### config.mk
export PLATFORM = sky130hd
export DESIGN_NAME = l32_ling_mod_subtractor
export DESIGN_NICKNAME = d
export VERILOG_FILES = /design/src/rtl/l32_ling_mod_subtractor.sv
export SDC_FILE = /design/constraint.sdc
export NUM_CORES = 1
export LEC_CHECK = 0
export ABC_AREA = 1
export CORE_ASPECT_RATIO = 1.1
export CORE_MARGIN = 3
export CORE_UTILIZATION = 59
export CTS_CLUSTER_DIAMETER = 80
export DETAILED_ROUTE_END_ITERATION = 8
export PLACE_DENSITY = 0.81
export SYNTH_ARGS = -nofsm -noshare
export SYNTH_HDL_FRONTEND = slang
export SYNTH_SLANG_ARGS = --single-unit
export TNS_END_PERCENT = 20
### constraint.sdc
create_clock -name clk -period 2.1 [get_ports clk]
set_input_delay 0.21 -clock clk [delete_from_list [all_inputs] [get_ports clk]]
set_output_delay 0.21 -clock clk [all_outputs]
set_load 0.005 [all_outputs]
### src/rtl/l32_ling_mod_subtractor.sv
`default_nettype none
// l32_ling_mod_subtractor: pipelined (a - b) mod 2^32-1 using a cyclic Ling end-around-carry adder.
// Macro L32_SUB_MIDREG_EN adds a register after H2/Pr2 (latency 3 instead of 2).
module l32_ling_mod_subtractor (
  input  logic        clk,
  input  logic        rst_n,
  input  logic        in_valid,
  output logic        in_ready,
  input  logic [31:0] a,
  input  logic [31:0] b,
  output logic        out_valid,
  input  logic        out_ready,
  output logic [31:0] diff,
  output logic        zero
);

  // Bit i of the result holds v[(i - k) mod 32]: every prefix index wraps around the word.
  function automatic logic [31:0] rotl(input logic [31:0] v, input int unsigned k);
    logic [63:0] t;
    t = {v, v} << k;
    return t[63:32];
  endfunction

  logic advance;
  assign advance  = out_ready | ~out_valid;
  assign in_ready = advance;

  logic        v0_q;
  logic [31:0] a0_q, b0_q;

  always_ff @(posedge clk or negedge rst_n) begin
    if (!rst_n) begin
      v0_q <= 1'b0;
      a0_q <= '0;
      b0_q <= '0;
    end else if (advance) begin
      v0_q <= in_valid;
      a0_q <= a;
      b0_q <= b;
    end
  end

  logic [31:0] g_d, p_d, x_d;
  assign g_d = a0_q & ~b0_q;
  assign p_d = a0_q | ~b0_q;
  assign x_d = a0_q ^ ~b0_q;

  logic        v1_q;
  logic [31:0] g1_q, p1_q, x1_q;

  always_ff @(posedge clk or negedge rst_n) begin
    if (!rst_n) begin
      v1_q <= 1'b0;
      g1_q <= '0;
      p1_q <= '0;
      x1_q <= '0;
    end else if (advance) begin
      v1_q <= v0_q;
      g1_q <= g_d;
      p1_q <= p_d;
      x1_q <= x_d;
    end
  end

  // Ling pseudo-carries: H spans 2, 8, 32 bits; Pr is the propagate shifted down by one bit.
  logic [31:0] h1, pr1, h2, pr2;
  assign h1  = g1_q | rotl(g1_q, 1);
  assign pr1 = rotl(p1_q, 1) & rotl(p1_q, 2);
  assign h2  = h1
             | (pr1 & rotl(h1, 2))
             | (pr1 & rotl(pr1, 2) & rotl(h1, 4))
             | (pr1 & rotl(pr1, 2) & rotl(pr1, 4) & rotl(h1, 6));
  assign pr2 = pr1 & rotl(pr1, 2) & rotl(pr1, 4) & rotl(pr1, 6);

  logic        vm;
  logic [31:0] hm, prm, pm, xm;

`ifdef L32_SUB_MIDREG_EN
  logic        v2_q;
  logic [31:0] h2_q, pr2_q, p2_q, x2_q;

  always_ff @(posedge clk or negedge rst_n) begin
    if (!rst_n) begin
      v2_q  <= 1'b0;
      h2_q  <= '0;
      pr2_q <= '0;
      p2_q  <= '0;
      x2_q  <= '0;
    end else if (advance) begin
      v2_q  <= v1_q;
      h2_q  <= h2;
      pr2_q <= pr2;
      p2_q  <= p1_q;
      x2_q  <= x1_q;
    end
  end

  assign vm  = v2_q;
  assign hm  = h2_q;
  assign prm = pr2_q;
  assign pm  = p2_q;
  assign xm  = x2_q;
`else
  assign vm  = v1_q;
  assign hm  = h2;
  assign prm = pr2;
  assign pm  = p1_q;
  assign xm  = x1_q;
`endif

  logic [31:0] h3, carry, diff_d;
  logic        zero_d;
  assign h3 = hm
            | (prm & rotl(hm, 8))
            | (prm & rotl(prm, 8) & rotl(hm, 16))
            | (prm & rotl(prm, 8) & rotl(prm, 16) & rotl(hm, 24));
  // A full-circle window carry is the end-around carry; no separate increment is needed.
  assign carry  = pm & h3;
  assign diff_d = xm ^ rotl(carry, 1);
  assign zero_d = (diff_d == 32'h0000_0000) | (&diff_d);

  logic        out_valid_q;
  logic [31:0] diff_q;
  logic        zero_q;

  always_ff @(posedge clk or negedge rst_n) begin
    if (!rst_n) begin
      out_valid_q <= 1'b0;
      diff_q      <= '0;
      zero_q      <= 1'b0;
    end else if (advance) begin
      out_valid_q <= vm;
      diff_q      <= diff_d;
      zero_q      <= zero_d;
    end
  end

  assign out_valid = out_valid_q;
  assign diff      = diff_q;
  assign zero      = zero_q;

endmodule
`default_nettype wire

Word level (Yosys, flattened, before mapping)
Cells that the tools add are included.
Widths: inputs -> output; s select.

cells by class
  bitwise gates (word level) = 28
  reduce and logical (&&, ||, !) cells = 2

operators by type and width
  cell               number
  $and 32x32->32     14
  $or 32x32->32      8
  $xor 32x32->32     2
  $logic_not 32->1   1
  $not 32->32        1
  $reduce_and 32->1  1
  $or 1x1->1         2
  $not 1->1          1

storage, ports and cells
  bits in registers = 196
  output and inout port bits = 35
  word-level logic and storage cells = 40

Depth between registers and ports, before layout
  depth after elaboration = 13
  mapped depth = 21
  depth with buffers taken out = 21

Worst setup path before layout
OpenSTA, ideal clock, no wires.

  kind = register to register
  from = register p1_q[14]
  to = register zero_q (netlist: zero)
  library setup time = 0.065 ns
  arrival = 1.715 ns
  required time = 2.035 ns
  slack = 0.319 ns
  stages on the path, launching flop included = 20
  path buffers = 0
  clock period less this slack = 1.781 ns
  path through = dfrtp_1 nand2_1 inv_1 nand2_1 nand2_1 nand2_1 nand2_1 a21oi_1 nand3_1 nand2_1 nand2_1 nand2_1 nand2_1 nor2_1 nand2_1 nor2_1 nand2_1 nand2_1 nand2_1 nand2_1

between the ends
  longest elaborated chain between the ends = 13

ends and longest elaborated chain
  element                                                       RTL line  text
  start: declaration                                            49        logic [31:0] g1_q, p1_q, x1_q;
  start signal: assignment                                      60        p1_q <= p_d;
  $and 32x32->32                                                68        assign pr1 = rotl(p1_q, 1) & rotl(p1_q, 2);
  $and 32x32->32 (on tied branches)                             -
  $or 32x32->32 (tied with other cells)                         70        | (pr1 & rotl(h1, 2))
  $or 32x32->32 / $and 32x32->32 (equally long branches)        71, 72
  $or 32x32->32                                                 72        | (pr1 & rotl(pr1, 2) & rotl(pr1, 4) & rotl(h1, 6));
  $and 32x32->32                                                114       | (prm & rotl(hm, 8))
  $or 32x32->32                                                 114
  $or 32x32->32                                                 115       | (prm & rotl(prm, 8) & rotl(hm, 16))
  $or 32x32->32                                                 116       | (prm & rotl(prm, 8) & rotl(prm, 16) & rotl(hm, 24));
  $and 32x32->32 (*)                                            118       assign carry = pm & h3;
  $xor 32x32->32 (*)                                            119       assign diff_d = xm ^ rotl(carry, 1);
  $logic_not 32->1 / $reduce_and 32->1 (equally long branches)  120       assign zero_d = (diff_d == 32'h0000_0000) | (&diff_d);
  $or 1x1->1 (*)                                                120
  end signal: assignment                                        134       zero_q <= zero_d;
  end: declaration                                              124       logic zero_q;

Every way passes the cells marked *; elsewhere a longest branch is shown, timed or not.
A chain may end at the register's enable or synchronous reset.

Final worst setup path
  from = register p1_q[26]
  to = register zero_q (netlist: zero)

The elaborated chain is that of the path after synthesis.

==> results.md <==
* P per Cell Area at 1540 nW/um^2
* Setup Viol. Count Final at 5
* Net Count, Synth at 1795
* Netlist cell types at 22
* Crit. End Element: flop
* Largest net degree at the start of global routing at 120
* Pleak at 8.08 nW
* Slew Viols, Final at 0
* Cell Area, Placed at around 14000 sq um
* Setup TNS at -0.694 ns
* Routed vias at approximately 12000
* Storage element area at just under 5000 sq um
* Actual slew at the worst max-slew pin at between 0.5 and 0.6 ns
* Final wirelength at between 30000 and 40000 um
* Wire length per cell at 16.5 um
* First-pass DRT Iterations at 6
* Largest area contributor in the netlist: dfrtp_1
* Row count at 53
* Clock buffer depth at 2
* Slew headroom at 62.7%
* Residual DRC count at 0
* Hold Slack at roughly 0.29 ns
* Via-to-Cell Ratio at about 5.4
* Clock Sink Count at 196
* Gr usage total at between 30 and 40%
* Number of global-route vias before repair at roughly 12000
* Status: finished with violations
* Post-DRT Antenna Nets at 0
* Multiplexer share of the synthesized area at 0%
* Hold crit path type: in -> reg
* RSZ-0062 raised after global routing: yes
* Fin area at ~15000 sq um
* Crit path to: zero$_DFFE_PN0P_
* Core area at between 15000 and 20000 sq um
* Routability cong. at roughly 0.95
* Setup CP Type: reg -> reg
* Multi-input logic area at approximately 6200 sq um
* Syn. warnings at 0
* Compound-Gate Fraction of Synth Area at under 10%
* Worst vdd ir at slightly below 0.0009 V
* Initial drt markers at 1119
* Post-synth top area share at between 40 and 50%
* Setup crit start: p1_q[26]$_DFFE_PN0P_
* Syn Area/Cell at 6.94 sq um
* Layout cells sized above 1 at about a fifth
* Initial Utilization at about three fifths
* Cts bufs inserted at 17
* Mapped cell area at 11500 sq um
* Data required, critical path at roughly 2.5 ns
* Leading post-synthesis cells by cell area: dfrtp_1, nand2_1, o21ai_0
* Die height at around 150 um
* ANT cells at 0
* Die Area at 21300 sq um
* Main combinational cell family by area after synthesis: simple AND/OR/NAND/NOR gates
* Critical Path AT at 2.85 ns
* Post-Synth Simple-Gate Area at 31.9%
* Period Utilization, post-route at 117%
* Final-stage net count at just over 2000
* FMAX at a little over 400 MHz
* Post-synthesis sequential area ratio at 42.5%
* Startpoint types: flop
* IO Port Bufs at between 100 and 150
* Die W at approximately 140 um
* Depth of the most critical reg-to-reg path at 17
* Global route overflow at 0
* Top Ports at around 100
* Max-Cap Viols at 0
* Design Power at between 0.02 and 0.025 W
* H-tree levels at 4
* CTS clk-pin slew, worst paths at ~0.08 ns
* Cells after Synth at about 1700
* Reg2Reg Capture Point: zero$_DFFE_PN0P_
* R2R Path Start: p1_q[26]$_DFFE_PN0P_
* Final worst slack at -0.362 ns
* CTS tree: built
* Fin crit period at about 2.5 ns
* Worst-Skew Late Latency at between 0.4 and 0.5 ns
* Post-Synth Adder-Cell Area at roughly 7%
* Hold Fails Final Rpt at 0
* Worst Path Max Fanout at 4
* Root Driver: clkbuf_16
* Worst Skew at 0.0106 ns
* FF-to-FF setup slack at -0.36 ns
* Fill count at about 1300
* Synth Area in XOR/XNOR at 0%
* Layout overhead on the synthesized area at 33.9%
* FF+latch count, synth at between 150 and 200
* DP HPWL at between 20000 and 30000 um
* First-pass GRT wire length at around 57000 um
* Failing checks: setup timing
* Initial antenna violation count at 0
## worst min path at each step
stage	startpoint	endpoint	depth (start not counted)
floorplan	rst_n	a0_q[0]$_DFFE_PN0P_	0
global placement	rst_n	b0_q[4]$_DFFE_PN0P_	1
detailed placement	rst_n	b0_q[4]$_DFFE_PN0P_	1
CTS	in_valid	v0_q$_DFFE_PN0P_	3
global route	a[18]	a0_q[18]$_DFFE_PN0P_	3
finish	in_valid	v0_q$_DFFE_PN0P_	3
## cell families after synthesis
logic type / Yosys count
compound gates: 223
fa+ha+maj: 64
buf+inv: 276
flops: 196
simple gates: 904
## per-layer routing
metal  share of wire [%]  up-vias  track usage, %
met1                  40     5618            42.3
met4                 3.4        0            12.3
li1                    -     5713               -
met2                  50      478            58.0
met3                 5.9       98            5.27
met5                   0        -               0
## Yosys cell counts
master / count
nand3b_1: 5
nor4_1: 1
clkinv_1: 2
nor3_1: 1
nand2_2: 8
o21ai_0: 197
inv_1: 229
nand2_1: 607
buf_4: 1
nand3_1: 118
clkbuf_1: 41
inv_2: 3
nor3_2: 1
ha_1: 64
nand3_2: 4
nor2_2: 10
nand4_1: 6
a21oi_1: 21
dfrtp_1: 196
o21ai_1: 5
nor2_1: 139
nor2_4: 4
## final cells by class
type | count | area share [%]
multi-input cells | 1191 | 39.8
flip-flops and latches | 196 | 31.8
repair buffers | 295 | 16.7
inverters | 234 | 5.71
clock buffers | 18 | 2.84
well taps | 247 | 2.00
clock inverters | 14 | 1.17
## cells in the final DEF (no fill, tap or decap), types with 16 or more instances in the layout
| cell type | synthesis | layout |
|---|---|---|
| nand3_1 | 118 | 98 |
| o21ai_0 | 197 | 191 |
| buf_4 | 1 | 178 |
| clkbuf_16 | 0 | 17 |
| ha_1 | 64 | 64 |
| nand3_2 | 4 | 22 |
| clkdlybuf4s50_1 | 0 | 101 |
| nand2_2 | 8 | 60 |
| nand2_1 | 607 | 547 |
| a21oi_1 | 21 | 16 |
| dfrtp_1 | 196 | 191 |
| nor2_1 | 139 | 91 |
| nor2_4 | 4 | 20 |
| nor2_2 | 10 | 42 |
| inv_1 | 229 | 225 |
## registers in the layout (all words and copies together) (netlist names)
name	count
a0_q	32
p1_q	32
b0_q	32
v0_q	1
diff	32
g1_q	32
x1_q	32
out_valid	1
v1_q	1
zero	1
## power by group
part           total (W)  internal, W  switching (W)
registers        0.00627      0.00518        0.00109
logic             0.0140      0.00573        0.00825
clock network    0.00349      0.00175        0.00173
## per-stage QoR
| stage | instances | util (%) | setup slack, ns |
|---|---|---|---|
| global route | 2195 | 80.7 | -0.566 |
| global placement | 2148 | 73.8 | -0.537 |
| detailed placement | 2148 | 73.8 | -0.572 |
| CTS | 2188 | 79.0 | -0.268 |
| floorplan | 1663 | - | 0.319 |
| finish | 2195 | 80.7 | -0.362 |
## repair_timing
item                                    in CTS  in global routing
pin swaps                                   25                 30
endpoints found under the setup margin      15                 28
gates resized for setup                     96                 91
hold endpoints to repair                    54                  0
buffers inserted                             8                  7
hold buffers                                 1                  0
## critical path: stages, from the launching register on
cell	delay, ns
dfrtp_1	0.41
nand2_1	0.18
nor2_1	0.22
nand2_1	0.17
nor2_1	0.20
nand3_1	0.11
nand4_1	0.26
buf_4	0.18
nand3_1	0.06
nand2_1	0.09
nand2_1	0.08
nor2_1	0.09
nand2_1	0.07
nor2_2	0.08
nand2_1	0.05
nand2_1	0.06
nand2_1	0.04
nand2_1	0.06
(Power assumes the default switching activity.)
